--- src/rtl/mdu_pkg.sv ---
// mdu_pkg: shared definitions for the multiply/divide unit.
//   - default operand width
//   - op code constants on the op port
//   - FSM state encoding
package mdu_pkg;

  localparam int unsigned MduWidth = 32;
  localparam int unsigned CntWidth = 6;

  localparam logic [2:0] OpMult  = 3'd0;
  localparam logic [2:0] OpMultu = 3'd1;
  localparam logic [2:0] OpDiv   = 3'd2;
  localparam logic [2:0] OpDivu  = 3'd3;
  localparam logic [2:0] OpMthi  = 3'd4;
  localparam logic [2:0] OpMtlo  = 3'd5;

  typedef enum logic [1:0] {
    StIdle,
    StMul,
    StDiv,
    StFix
  } mdu_state_e;

endpackage

--- src/rtl/mdu_negate.sv ---
// mdu_negate: conditional two's-complement negate.
//   en   - when 1, dout = -din; otherwise dout = din
//   din  - Width-bit operand
//   dout - Width-bit result
module mdu_negate #(
  parameter int unsigned Width = 32
) (
  input  logic             en,
  input  logic [Width-1:0] din,
  output logic [Width-1:0] dout
);

  assign dout = en ? (~din + Width'(1)) : din;

endmodule

--- src/rtl/mult_div_unit.sv ---
// mult_div_unit: iterative HI/LO multiply/divide unit.
//   clk, rst_n        - rising-edge clock, asynchronous active-low reset
//   start, op         - operation request and select (MULT/MULTU/DIV/DIVU/MTHI/MTLO)
//   rs_data, rt_data  - multiplicand/dividend (or MTHI/MTLO data), multiplier/divisor
//   busy              - registered, high while an operation is in progress
//   done              - one-cycle pulse during the result-commit cycle
//   hi, lo            - HI/LO architectural registers
// Signed ops work on magnitudes; signs are latched at capture and applied in FIX.
module mult_div_unit
  import mdu_pkg::*;
#(
  parameter int unsigned WIDTH = MduWidth
) (
  input  logic             clk,
  input  logic             rst_n,
  input  logic             start,
  input  logic [2:0]       op,
  input  logic [WIDTH-1:0] rs_data,
  input  logic [WIDTH-1:0] rt_data,
  output logic             busy,
  output logic             done,
  output logic [WIDTH-1:0] hi,
  output logic [WIDTH-1:0] lo
);

  localparam int unsigned AccW = 2 * WIDTH + 1;

  mdu_state_e state_q, state_d;

  logic [CntWidth-1:0] cnt_q, cnt_d;
  logic [AccW-1:0]     acc_q, acc_d;
  logic [WIDTH-1:0]    b_q, b_d;
  logic                is_div_q, is_div_d;
  logic                q_neg_q, q_neg_d;
  logic                r_neg_q, r_neg_d;
  logic [WIDTH-1:0]    hi_q, hi_d;
  logic [WIDTH-1:0]    lo_q, lo_d;
  logic                busy_q;

  logic op_mul, op_div, op_signed, last_iter;

  assign op_mul    = (op == OpMult) || (op == OpMultu);
  assign op_div    = (op == OpDiv) || (op == OpDivu);
  assign op_signed = (op == OpMult) || (op == OpDiv);
  assign last_iter = (cnt_q == CntWidth'(WIDTH - 1));

  // Operand magnitudes for signed ops
  logic [WIDTH-1:0] rs_mag, rt_mag;

  mdu_negate #(.Width(WIDTH)) u_neg_rs (
    .en   (op_signed & rs_data[WIDTH-1]),
    .din  (rs_data),
    .dout (rs_mag)
  );

  mdu_negate #(.Width(WIDTH)) u_neg_rt (
    .en   (op_signed & rt_data[WIDTH-1]),
    .din  (rt_data),
    .dout (rt_mag)
  );

  // Shift-add step: acc = {carry, partial high, multiplier/low product}
  logic [WIDTH:0]   mul_sum;
  logic [AccW-1:0]  mul_step;

  assign mul_sum  = acc_q[2*WIDTH:WIDTH] + {1'b0, (acc_q[0] ? b_q : '0)};
  assign mul_step = {1'b0, mul_sum, acc_q[WIDTH-1:1]};

  // Restoring-subtract step: acc = {remainder, dividend/quotient}, shifted left
  logic [WIDTH:0]   div_rem, div_diff;
  logic             div_ge;
  logic [AccW-1:0]  div_step;

  assign div_rem  = acc_q[2*WIDTH-1:WIDTH-1];
  assign div_ge   = div_rem >= {1'b0, b_q};
  assign div_diff = div_rem - {1'b0, b_q};
  assign div_step = div_ge ? {div_diff, acc_q[WIDTH-2:0], 1'b1} : {acc_q[2*WIDTH-1:0], 1'b0};

  // Sign correction applied in FIX
  logic [2*WIDTH-1:0] prod_fix;
  logic [WIDTH-1:0]   quot_fix, rem_fix;

  mdu_negate #(.Width(2 * WIDTH)) u_neg_prod (
    .en   (q_neg_q),
    .din  (acc_q[2*WIDTH-1:0]),
    .dout (prod_fix)
  );

  mdu_negate #(.Width(WIDTH)) u_neg_quot (
    .en   (q_neg_q),
    .din  (acc_q[WIDTH-1:0]),
    .dout (quot_fix)
  );

  mdu_negate #(.Width(WIDTH)) u_neg_rem (
    .en   (r_neg_q),
    .din  (acc_q[2*WIDTH-1:WIDTH]),
    .dout (rem_fix)
  );

  // FSM: state register
  always_ff @(posedge clk or negedge rst_n) begin
    if (!rst_n) begin
      state_q <= StIdle;
    end else begin
      state_q <= state_d;
    end
  end

  // FSM: next state
  always_comb begin
    state_d = state_q;
    unique case (state_q)
      StIdle: begin
        if (start && op_mul) begin
          state_d = StMul;
        end else if (start && op_div) begin
          state_d = StDiv;
        end
      end
      StMul, StDiv: begin
        if (last_iter) state_d = StFix;
      end
      StFix:   state_d = StIdle;
      default: state_d = StIdle;
    endcase
  end

  // FSM: outputs
  always_comb begin
    done = (state_q == StFix);
  end

  // Datapath next state
  always_comb begin
    cnt_d    = cnt_q;
    acc_d    = acc_q;
    b_d      = b_q;
    is_div_d = is_div_q;
    q_neg_d  = q_neg_q;
    r_neg_d  = r_neg_q;
    hi_d     = hi_q;
    lo_d     = lo_q;
    case (state_q)
      StIdle: begin
        if (start && (op_mul || op_div)) begin
          cnt_d    = '0;
          is_div_d = op_div;
          // Divide by zero keeps the raw all-ones quotient unsigned
          q_neg_d  = op_signed & (rs_data[WIDTH-1] ^ rt_data[WIDTH-1]) & (rt_data != '0);
          r_neg_d  = op_signed & rs_data[WIDTH-1];
          b_d      = op_mul ? rs_mag : rt_mag;
          acc_d    = {{(WIDTH + 1){1'b0}}, (op_mul ? rt_mag : rs_mag)};
        end else if (start && (op == OpMthi)) begin
          hi_d = rs_data;
        end else if (start && (op == OpMtlo)) begin
          lo_d = rs_data;
        end
      end
      StMul: begin
        acc_d = mul_step;
        cnt_d = cnt_q + CntWidth'(1);
      end
      StDiv: begin
        acc_d = div_step;
        cnt_d = cnt_q + CntWidth'(1);
      end
      StFix: begin
        if (is_div_q) begin
          lo_d = quot_fix;
          hi_d = rem_fix;
        end else begin
          lo_d = prod_fix[WIDTH-1:0];
          hi_d = prod_fix[2*WIDTH-1:WIDTH];
        end
      end
      default: ;
    endcase
  end

  always_ff @(posedge clk or negedge rst_n) begin
    if (!rst_n) begin
      cnt_q    <= '0;
      acc_q    <= '0;
      b_q      <= '0;
      is_div_q <= 1'b0;
      q_neg_q  <= 1'b0;
      r_neg_q  <= 1'b0;
      hi_q     <= '0;
      lo_q     <= '0;
      busy_q   <= 1'b0;
    end else begin
      cnt_q    <= cnt_d;
      acc_q    <= acc_d;
      b_q      <= b_d;
      is_div_q <= is_div_d;
      q_neg_q  <= q_neg_d;
      r_neg_q  <= r_neg_d;
      hi_q     <= hi_d;
      lo_q     <= lo_d;
      busy_q   <= (state_d != StIdle);
    end
  end

  assign busy = busy_q;
  assign hi   = hi_q;
  assign lo   = lo_q;

endmodule

--- config.mk ---
export PLATFORM = sky130hd
export DESIGN_NAME = mult_div_unit
export DESIGN_NICKNAME = d
export VERILOG_FILES = /design/src/rtl/mdu_pkg.sv /design/src/rtl/mdu_negate.sv /design/src/rtl/mult_div_unit.sv
export SDC_FILE = /design/constraint.sdc
export NUM_CORES = 1
export LEC_CHECK = 0
export ABC_AREA = 1
export BUFFER_PORTS_ARGS = -buffer_cell sky130_fd_sc_hd__buf_2
export CAP_MARGIN = 20
export CELL_PAD_IN_SITES_DETAIL_PLACEMENT = 0
export CELL_PAD_IN_SITES_GLOBAL_PLACEMENT = 2
export CORE_UTILIZATION = 33
export CTS_CLUSTER_DIAMETER = 80
export DETAILED_ROUTE_END_ITERATION = 8
export PLACE_DENSITY = 0.89
export SYNTH_ARGS = -nofsm -noshare
export SYNTH_HDL_FRONTEND = slang
export SYNTH_SLANG_ARGS = --single-unit
--- constraint.sdc ---
create_clock -name clk -period 3.1 [get_ports clk]
set_input_delay 0.465 -clock clk [delete_from_list [all_inputs] [get_ports clk]]
set_output_delay 0.465 -clock clk [all_outputs]
set_load 0.02 [all_outputs]
==> summary.md <==
| Metric | Value |
|---|---|
| Status | completed |
| Switching Share | 0.585 |
| Post-route ant nets | 0 |
| Combinational fraction of design power | 0.665 |
| Crit start category | flip-flop |
| DPL Wire Length | a little over 80000 um |
| Crit path DAT | 3370 ps |
| Seq pwr share | 0.218 |
| Power, Total | 0.0195 W |
| Post-synthesis sequential area ratio | 0.235 |
| Critical R2R Capture | acc_q[57]$_DFFE_PN0P_ |
| EDFF count, synth | 0 |
| Slew @ Worst Pin | approximately 850 ps |
| Tmin final | 2980 ps |
| Synth Flop Type | dfrtp_1 |
| Count of cell types in the netlist | 51 |
| Worst IR Drop VDD | roughly 0.57 mV |
| # rows | 86 |
| Max-Cap Viols | 0 |
| WHS Endpoint | is_div_q$_DFFE_PN0P_ |
| Vias in the first global route | 20.8k |
| Clock transition at path regs | around 90 ps |
| Synth top area share | 0.235 |
| R2R setup slack | roughly 120 ps |
| Synthesized instance count | roughly 3.2k |
| Area grow syn2layout | 13.2% |
| Area occupied by multi-input gates | about 12000 um2 |
| Resize count post-CTS | 0 |
| CTS root buffer | clkbuf_16 |
| Critical Path End Type | flip-flop |
| Port bufs | 135 |
| GP Congestion | 0.983 |
| Clk_lat worst skew | roughly 500 ps |
| Metal3 WL | 6680 um |
| Vias | 22.1k |
| Post-Route M1 WL | between 40000 and 50000 um |
| Syn_nets | 3323 |
| Drt total wl | slightly below 100000 um |
| PD cells | just over 900 nW/um2 |
| Min-delay src | op[1] |
| Synth Cell Area | about 18000 um2 |
| Largest net degree at the start of global routing | 88 |
| DRC | 0 |
| Final Skew | 19.6 ps |
| Worst EP required | ~3500 ps |
| Die Wd | between 200 and 250 um |
| DRT iter0 DRCs | approximately 2.6k |
| Wirelength per Cell | between 20 and 25 um |
| Post-synth top area cell | dfrtp_1 |
| Initial Util | 0.334 |
| Leakage | approximately 11 nW |
| # fillers | 6211 |
| Top routing layer used | met5 |
| Die area | about 57000 um2 |
| Post-layout net count | around 3.4k |
| RSZ-0062 raised after global routing | no |
| Setup TNS | 0 ps |
| Switching power | 0.0114 W |
| Worst reg2reg path startpoint | acc_q[42]$_DFFE_PN0P_ |
| Worst hold path type | in -> reg |
| Ys Warns | 0 |
| Post-CTS Repair Setup Buffers | 0 |
| WL met2 | around 44000 um |
| TritonCTS Buffers | 17 |
| Critical Path Fanout Max | 34 |
| CTS H-tree lvls | 4 |
| Sequential Area | about 4300 um2 |
| CTS tree | built |
| Fmax | between 300 and 400 MHz |
| Synth area leaders | dfrtp_1 23%, nand2_1 19%, nand3_1 11% |
| Cell Area, Placed | 20300 um2 |
| Final setup fails | 0 |
| Worst Reg2Reg Path Length in Cells | 14 |
| Clock Path Buffers | 2 |
| Syn_area_per_cell | approximately 5.8 um2 |
| Vias per inst | about 5.4 |
| Max Slew Vio Count | 0 |
| Proportion of power drawn by the clock network | 0.118 |
| Final instance area | around 21000 um2 |
| I/O Pins | around 140 |
| Int Power | 0.00811 W |
| Core ar. | 55200 um2 |
| Pre-Repair DR Iteration Count | 6 |
| Layout cell share with drive strength beyond 1 | 0.0920 |
| Max_slew headroom | 0.424 |
| Total grt overflow | 0 |
| GRT Total Usage | 0.344 |
| Period utilization | 0.960 |
| Synthesized flop and latch total | about 170 |
| Crit path kind | reg -> reg |
| Initial antenna violation count | 4 |
| Async S/R FF share, synth | 1.00 |
| # clock sinks | around 170 |
| Fin. Hold Viols | 0 |
| Finished Core Util | 0.378 |
| First-pass GRT wire length | roughly 140000 um |
| Die Span Y | 238 um |
| Hold depth | 3 |
[critical path: stages, from the launching register on]
cell and delay (ps):
dfrtp_1 530, ha_1 440, nand2_1 180, nor2_1 340, nand2_1 90, inv_1 100
nand2_2 60, nand2_1 150, nand2_4 180, nand2_8 280, nand3_1 210, nand2_1 130
nand2_1 50, nand2_1 50, nand2_1 50
[timing repair]
item | CTS | global route
hold buffers | 1 | 0
endpoints found under the hold margin | 42 | 0
endpoints found under the setup margin | 0 | 0
[metal layers]
metal | track usage | up-vias
li1 | - | 10600
met1 | 0.466 | 10500
met2 | 0.542 | 916
met3 | 0.0496 | 144
met4 | 0.150 | 6
met5 | 0 | -
[power by group through the flow]
stage / Clock [W] / Sequential [W] / Combinational (W)
after floorplan: 0 / 0.00436 / 0.00776
after global placement: 0 / 0.00425 / 0.0128
after detailed placement: 0 / 0.00426 / 0.0128
after CTS: 0.00233 / 0.00422 / 0.0128
after global routing: 0.00242 / 0.00435 / 0.0142
final: 0.00230 / 0.00425 / 0.0130
[cell families after synthesis]
logic type,synth area share
xor gates and xnor gates,0.0237
DFF,0.235
buffers and inverters,0.117
AOI/OAI and AO/OA,0.147
and+or+nand+nor,0.426
adders and majority gates,0.0524
[area by class of cell]
| class | instances | area share |
|---|---|---|
| diodes | 1 | 0.000120 |
| clock buffers | 17 | 0.0204 |
| clock inverters | 15 | 0.00863 |
| inverters | 441 | 0.0793 |
| multi-input cells | 2453 | 0.573 |
| flip-flops and latches | 173 | 0.207 |
| well taps | 748 | 0.0448 |
| repair buffers | 216 | 0.0661 |
[cell usage after synthesis, drive strengths merged, types with 2 or more instances]
| cell | number |
|---|---|
| nand4 | 37 |
| or2 | 10 |
| clkinv | 9 |
| nor3 | 28 |
| fa | 2 |
| a21oi | 161 |
| o211ai | 37 |
| buf | 42 |
| o21bai | 14 |
| a22oi | 13 |
| xnor2 | 17 |
| and3 | 2 |
| nand3b | 14 |
| o221ai | 19 |
| o21ai | 163 |
| nor4 | 6 |
| nand2 | 936 |
| xor2 | 33 |
| inv | 432 |
| and2 | 2 |
| ha | 74 |
| nor2 | 423 |
| a31oi | 42 |
| dfrtp | 173 |
| clkbuf | 68 |
| nand3 | 399 |
| o21a | 3 |
| o22ai | 12 |
[metrics by stage]
step | worst slack [ps] | cells | hold slack (ps)
6_report | 123 | 4064 | 314
3_3_place_gp | 134 | 4030 | 438
2_1_floorplan | 758 | 3177 | 169
3_5_place_dp | 189 | 4030 | 452
4_1_cts | 166 | 4063 | 304
5_1_grt | 33.5 | 4063 | 319
[flip-flops by register name (all words and copies together), names as in the netlist]
signal    count
acc_q        65
b_q          32
busy          1
cnt_q         6
hi           32
is_div_q      1
lo           32
q_neg_q       1
r_neg_q       1
state_q       2
[how the worst max path moves through the flow]
stage                     startpoint                     to  slack (ps)  cells after the start
2_1_floorplan   acc_q[0]$_DFFE_PN0P_  acc_q[63]$_DFFE_PN0P_         760                     20
3_3_place_gp   acc_q[42]$_DFFE_PN0P_  acc_q[46]$_DFFE_PN0P_         130                     16
3_5_place_dp   acc_q[42]$_DFFE_PN0P_  acc_q[46]$_DFFE_PN0P_         190                     16
4_1_cts        acc_q[42]$_DFFE_PN0P_  acc_q[46]$_DFFE_PN0P_         170                     16
5_1_grt         acc_q[0]$_DFFE_PN0P_  acc_q[59]$_DFFE_PN0P_          30                     15
6_report       acc_q[42]$_DFFE_PN0P_  acc_q[57]$_DFFE_PN0P_         120                     14
[cell usage in the layout (no fill, tap or decap), drive strengths merged, types with 19 or more instances in the layout]
cell type  instances
nand3            399
nand2            936
a21oi            161
o21ai            163
buf              215
o221ai            19
nor3              28
a31oi             42
dfrtp            173
nor2             423
nand4             37
ha                74
xor2              33
inv              437
o211ai            37
Power figures use the tool's default switching activity.
